`src/rtl/pc_branch_unit.sv`:
```
// Next-PC stage: branch condition decode, next-PC select and architectural PC register.
// Optional build macro BRANCH_STATS_EN adds br_total/br_taken branch statistics counters.
module pc_branch_unit #(
    parameter int              XLEN     = 32,
    parameter logic [XLEN-1:0] RESET_PC = 32'h0000_0000
) (
    input  logic            clk,
    input  logic            rst_n,
    input  logic            en,
    input  logic [6:0]      opcode,
    input  logic [2:0]      funct3,
    input  logic [XLEN-1:0] imm,
    input  logic [XLEN-1:0] rs1_out,
    input  logic            BrEq,
    input  logic            BrLT,
    output logic            BrUn,
    output logic [XLEN-1:0] pc,
    output logic [XLEN-1:0] pc_plus4,
    output logic            PCSel,
    output logic            halted,
    output logic            misalign
`ifdef BRANCH_STATS_EN
    ,
    output logic [31:0]     br_total,
    output logic [31:0]     br_taken
`endif
);

    // state  | meaning
    // BOOT   | PC parked at RESET_PC, first fetch gets a full cycle; en=1 -> RUN
    // RUN    | normal sequencing: pc+4 or redirect; misaligned taken target -> HALT
    // HALT   | trapped on misaligned target; PC frozen until rst_n
    typedef enum logic [1:0] {
        S_BOOT = 2'd0,
        S_RUN  = 2'd1,
        S_HALT = 2'd2
    } state_t;

    localparam logic [6:0] OP_BRANCH = 7'b1100011;
    localparam logic [6:0] OP_JAL    = 7'b1101111;
    localparam logic [6:0] OP_JALR   = 7'b1100111;

    state_t          state_q;
    logic [XLEN-1:0] pc_q;
    logic [XLEN-1:0] pc_d;
    logic            misalign_q;

    logic            is_branch;
    logic            is_jal;
    logic            is_jalr;
    logic            br_cond;
    logic            taken;
    logic            trap;
    logic [XLEN-1:0] jalr_sum;
    logic [XLEN-1:0] target;

    assign is_branch = (opcode == OP_BRANCH);
    assign is_jal    = (opcode == OP_JAL);
    assign is_jalr   = (opcode == OP_JALR);

    always_comb begin
        br_cond = 1'b0;
        case (funct3)
            3'b000:         br_cond = BrEq;
            3'b001:         br_cond = ~BrEq;
            3'b100, 3'b110: br_cond = BrLT;
            3'b101, 3'b111: br_cond = ~BrLT;
            default:        br_cond = 1'b0;
        endcase
    end

    assign taken    = (is_branch & br_cond) | is_jal | is_jalr;

    // JALR clears bit 0 of the sum; only bit 1 can then make a target misaligned
    assign jalr_sum = rs1_out + imm;
    assign target   = is_jalr ? (jalr_sum & ~XLEN'(1)) : (pc_q + imm);
    assign trap     = taken & target[1];

    assign pc_plus4 = pc_q + XLEN'(4);
    assign pc_d     = taken ? target : pc_plus4;

    always_ff @(posedge clk or negedge rst_n) begin
        if (!rst_n) begin
            state_q    <= S_BOOT;
            pc_q       <= RESET_PC;
            misalign_q <= 1'b0;
        end else begin
            misalign_q <= 1'b0;
            case (state_q)
                S_BOOT: begin
                    if (en) begin
                        state_q <= S_RUN;
                    end
                end
                S_RUN: begin
                    if (en) begin
                        if (trap) begin
                            misalign_q <= 1'b1;
                            state_q    <= S_HALT;
                        end else begin
                            pc_q <= pc_d;
                        end
                    end
                end
                S_HALT: begin
                    state_q <= S_HALT;
                end
                default: begin
                    state_q <= S_BOOT;
                end
            endcase
        end
    end

    assign BrUn     = is_branch & funct3[1];
    assign PCSel    = taken & (state_q == S_RUN);
    assign pc       = pc_q;
    assign halted   = (state_q == S_HALT);
    assign misalign = misalign_q;

`ifdef BRANCH_STATS_EN
    logic [31:0] br_total_q;
    logic [31:0] br_taken_q;

    // a branch that traps never retires, so it is not counted
    always_ff @(posedge clk or negedge rst_n) begin
        if (!rst_n) begin
            br_total_q <= 32'd0;
            br_taken_q <= 32'd0;
        end else if ((state_q == S_RUN) && en && is_branch && !trap) begin
            br_total_q <= br_total_q + 32'd1;
            if (br_cond) begin
                br_taken_q <= br_taken_q + 32'd1;
            end
        end
    end

    assign br_total = br_total_q;
    assign br_taken = br_taken_q;
`endif

endmodule

```
`config.mk`:
```
export PLATFORM = sky130hd
export DESIGN_NAME = pc_branch_unit
export DESIGN_NICKNAME = d
export VERILOG_FILES = /design/src/rtl/pc_branch_unit.sv
export SDC_FILE = /design/constraint.sdc
export NUM_CORES = 1
export LEC_CHECK = 0
export CORE_MARGIN = 2
export CORE_UTILIZATION = 50
export DETAILED_ROUTE_END_ITERATION = 6
export HOLD_SLACK_MARGIN = 0.08
export PLACE_DENSITY_LB_ADDON = 0.2
export SYNTH_ARGS = -nofsm -noshare
export SYNTH_HDL_FRONTEND = slang
export SYNTH_SLANG_ARGS = --single-unit
```
`constraint.sdc`:
```
create_clock -name clk -period 3.67 [get_ports clk]
set_input_delay 0.9175 -clock clk [delete_from_list [all_inputs] [get_ports clk]]
set_output_delay 0.9175 -clock clk [all_outputs]
set_load 0.02 [all_outputs]
```
==> results by group <==
Power
  – Switching power: 0.00219 W
  – Worst VDD drop: 0.000232 V
  – Fraction of power consumed by sequential logic: 0.148
  – Pwr/cell area: 533 nW/um2
  – Static power due to leakage: 4.03 nW
  – Share of power burned in combinational logic: 0.750
  – Pint: 0.00238 W
  – Proportion of power drawn by the clock network: 0.102
  – Switching part of the total power: 0.479

Drt
  – First DRT Iteration DRCs: 637
  – Routed wirelength normalized by instance count: 19.6 um
  – First-pass iteration count of the detailed router: 7
  – Number of vias in the routed layout: 7331
  – Number of design rule violations left after detail routing: 2
  – Residual antenna-violating net count after detailed routing: 0
  – Final wirelength: 23100 um
  – Number of vias per cell: 6.23

Cells and area
  – Diodes inserted: 0
  – Non-filler cells, final: 1177
  – Filler instances: 959
  – Layout cell share with drive strength beyond 1: 0.160
  – Number of nets in the finished design: 1176
  – Area growth from synthesis to layout: 42.2%
  – Area of all placed cells without fillers: 8570 um2

Critical path
  – CP Data Arrival Time: 3750 ps
  – Worst reg-to-reg path cell count: 10
  – Worst reg2reg path endpoint: pc[31]$_DFFE_PN0P_
  – Type of origin of the critical path: input pin
  – Biggest fanout along the worst timing path: 4
  – Data required time of the critical path: 3880 ps
  – Crit path launch: imm[5]
  – Worst Setup EP: pc[31]$_DFFE_PN0P_
  – Register-to-Register Setup Slack: 750 ps
  – Startpoint of the most critical register-to-register path: pc[12]$_DFFE_PN0P_
  – Endpoint type of the worst setup path: register
  – Path type of the worst setup path: input pin to register

Placed design
  – Post-Place Worst Slack: -239 ps
  – Final weighted congestion in routability-driven placement: 0.964
  – Number of port buffers: 146
  – Cells after DPL: 1168
  – Post-DP HPWL: 18400 um
  – Area after detailed placement: 8290 um2

Clock tree
  – Root cell of the clock tree: clkbuf_16
  – CTS tree: yes
  – Total number of clock tree sinks: 35
  – Latest clock arrival within the worst-skew pair: 290 ps
  – H-Tree Depth: 2
  – TritonCTS Buffers: 5
  – Reg clk slew, reported paths: 60 ps
  – Number of buffers on the longest clock path: 2
  – Number of buffers inserted by hold repair at cts: 0

Yosys
  – Count of flip-flops with a built-in enable after synthesis: 0
  – Post-synthesis instance total: 800
  – Mapped Area: 6020 um2
  – Synthesis warning total: 0
  – Top FF cell, synth: dfrtp_1
  – Sequential element share of the synthesized area: 0.145
  – Synthesis-stage register bit count: 35
  – Synthesized area per cell: 7.53 um2
  – Ys async rst share: 1.00
  – Nets in the synthesized netlist: 947
  – Count of distinct cell types in the synthesized netlist: 83

Floorplanning
  – IO Pins: 147
  – Overall die width: 114 um
  – Count of standard-cell rows: 40
  – Vertical extent of the die: 114 um
  – Floorplan Core Area: 11900 um2
  – Die area: 12900 um2
  – Initial core utilization: 0.508

Timing
  – Highest attainable clock frequency: 282 MHz
  – Final-report setup violation count: 0
  – Worst clock skew: 4.24 ps
  – Worst setup margin: 130 ps
  – Worst Max-Slew Pin Slew: 670 ps
  – Final setup TNS: 0 ps
  – Fin crit share: 0.965
  – Hold Violations, Final: 0
  – Post-layout min period: 3540 ps
  – Final count of pins violating max slew: 0
  – Slew Limit Headroom: 0.548

Status
  – Status: complete, but fails checks
  – Failing checks: DRC

GRT
  – Number of antenna violations at the first check in global routing: 0
  – GRT Resource Usage Total: 0.352
  – Largest net degree at the start of global routing: 36
  – Overflow left after global routing: 0
  – First-pass GRT wire length: 36200 um
  – Vias in the first global route: 6988

Job
  – Count of maximum capacitance violations: 0

Hold path
  – Class of the worst hold path: register to register
## power groups by stage
stage	Clock (W)	Sequential, W	Combinational (W)
finish	0.000467	0.000676	0.00343
global route	0.000486	0.000693	0.00366
CTS	0.000473	0.000670	0.00333
detailed placement	0	0.000676	0.00332
global placement	0	0.000668	0.00327
floorplan	0	0.000836	0.00174
## registers in the layout, summed over array words and instances (netlist names)
register / flops
misalign: 1
pc: 32
state_q: 2
## cells by family (layout without fill, tap and decap cells)
logic type / after synthesis / count (layout) / share of synthesized area
multiplexers: 4 / 4 / 0.00706
adder cells (fa/ha/maj): 68 / 68 / 0.144
AO/OA/AOI/OAI: 277 / 277 / 0.305
AND/OR/NAND/NOR: 276 / 276 / 0.231
XOR/XNOR: 80 / 80 / 0.118
flip-flops: 35 / 35 / 0.145
buffers and inverters: 60 / 290 / 0.0509
## placed cells by master (no fill, tap or decap), drive strengths merged, types with 24 or more instances in the layout
master,n
a21o,24
a21oi,80
buf,112
clkdlybuf4s50,128
dfrtp,35
ha,66
inv,24
nand2,87
nand3,45
nor2,59
o21ai,64
xnor2,48
xor2,32
## what timing repair did
action                     CTS  global route
setup buffers                0             1
resized for setup            3            30
setup endpoints to repair    3            26
pin swaps                    0             8
cloned                       0             0
## synthesized netlist by cell type (5+ instances only)
| library cell | instances | share of area |
|---|---|---|
| o31ai_1 | 5 | 0.0062 |
| inv_1 | 24 | 0.015 |
| nor2_1 | 57 | 0.036 |
| or3_1 | 6 | 0.0062 |
| a21oi_1 | 78 | 0.065 |
| nor4_1 | 6 | 0.0062 |
| nand2_1 | 87 | 0.054 |
| nand2b_1 | 9 | 0.0093 |
| o211ai_1 | 11 | 0.014 |
| ha_1 | 66 | 0.14 |
| nor2b_1 | 7 | 0.0073 |
| nand3_1 | 43 | 0.036 |
| xnor2_1 | 47 | 0.068 |
| o22ai_1 | 8 | 0.0083 |
| o221ai_1 | 5 | 0.0073 |
| a211oi_1 | 10 | 0.012 |
| nand4_1 | 10 | 0.010 |
| nor3_1 | 12 | 0.010 |
| o21a_1 | 8 | 0.010 |
| xor2_1 | 32 | 0.047 |
| a31oi_1 | 14 | 0.015 |
| clkbuf_1 | 20 | 0.012 |
| and3_1 | 12 | 0.012 |
| a21o_1 | 22 | 0.027 |
| dfrtp_1 | 35 | 0.15 |
| o21ai_0 | 58 | 0.048 |
| o2111ai_1 | 5 | 0.0073 |
## layer usage
| metal | GRT usage | part of all wire |
|---|---|---|
| met1 | 0.504 | 0.45 |
| met2 | 0.548 | 0.43 |
| met3 | 0.0537 | 0.087 |
| met4 | 0.105 | 0.031 |
| met5 | 0 | 0 |
## area by class of cell
| cell class | count | area, um2 | share of cell area |
|---|---|---|---|
| Tap cell | 147 | 184 | 0.0215 |
| Clock buffer | 8 | 156 | 0.0183 |
| Inverter | 24 | 90.1 | 0.0105 |
| Multi-Input combinational cell | 705 | 4920 | 0.574 |
| Sequential cell | 35 | 877 | 0.102 |
| Timing Repair Buffer | 258 | 2340 | 0.273 |
## stage by stage
step	hold WS, ps	power [W]	utilization
2_1_floorplan	506	0.00257	-
3_3_place_gp	513	0.00394	0.699
3_5_place_dp	526	0.00399	0.699
4_1_cts	539	0.00447	0.712
5_1_grt	570	0.00484	0.722
6_report	541	0.00457	0.722
## worst max-delay path, stage by stage
cell             delay [ps]
clkdlybuf4s50_1         430
buf_4                   150
ha_4                    240
o211ai_1                310
nand2_1                 130
o211a_1                 170
nor3_4                  230
o21ai_4                 100
a2111oi_4               490
a211oi_2                130
o31a_1                  290
a31oi_1                 150
## worst min path at each step
| stage | startpoint | to | slack, ps | depth (start not counted) |
|---|---|---|---|---|
| after floorplan | state_q[1]$_DFFE_PN0P_ | state_q[1]$_DFFE_PN0P_ | 510 | 1 |
| after global placement | pc[0]$_DFFE_PN0P_ | pc[0]$_DFFE_PN0P_ | 510 | 2 |
| after detailed placement | state_q[1]$_DFFE_PN0P_ | state_q[1]$_DFFE_PN0P_ | 530 | 1 |
| after CTS | state_q[1]$_DFFE_PN0P_ | state_q[1]$_DFFE_PN0P_ | 540 | 1 |
| after global routing | state_q[0]$_DFFE_PN0P_ | state_q[0]$_DFFE_PN0P_ | 570 | 1 |
| final | state_q[1]$_DFFE_PN0P_ | state_q[1]$_DFFE_PN0P_ | 540 | 1 |
Power figures use the tool's default switching activity.
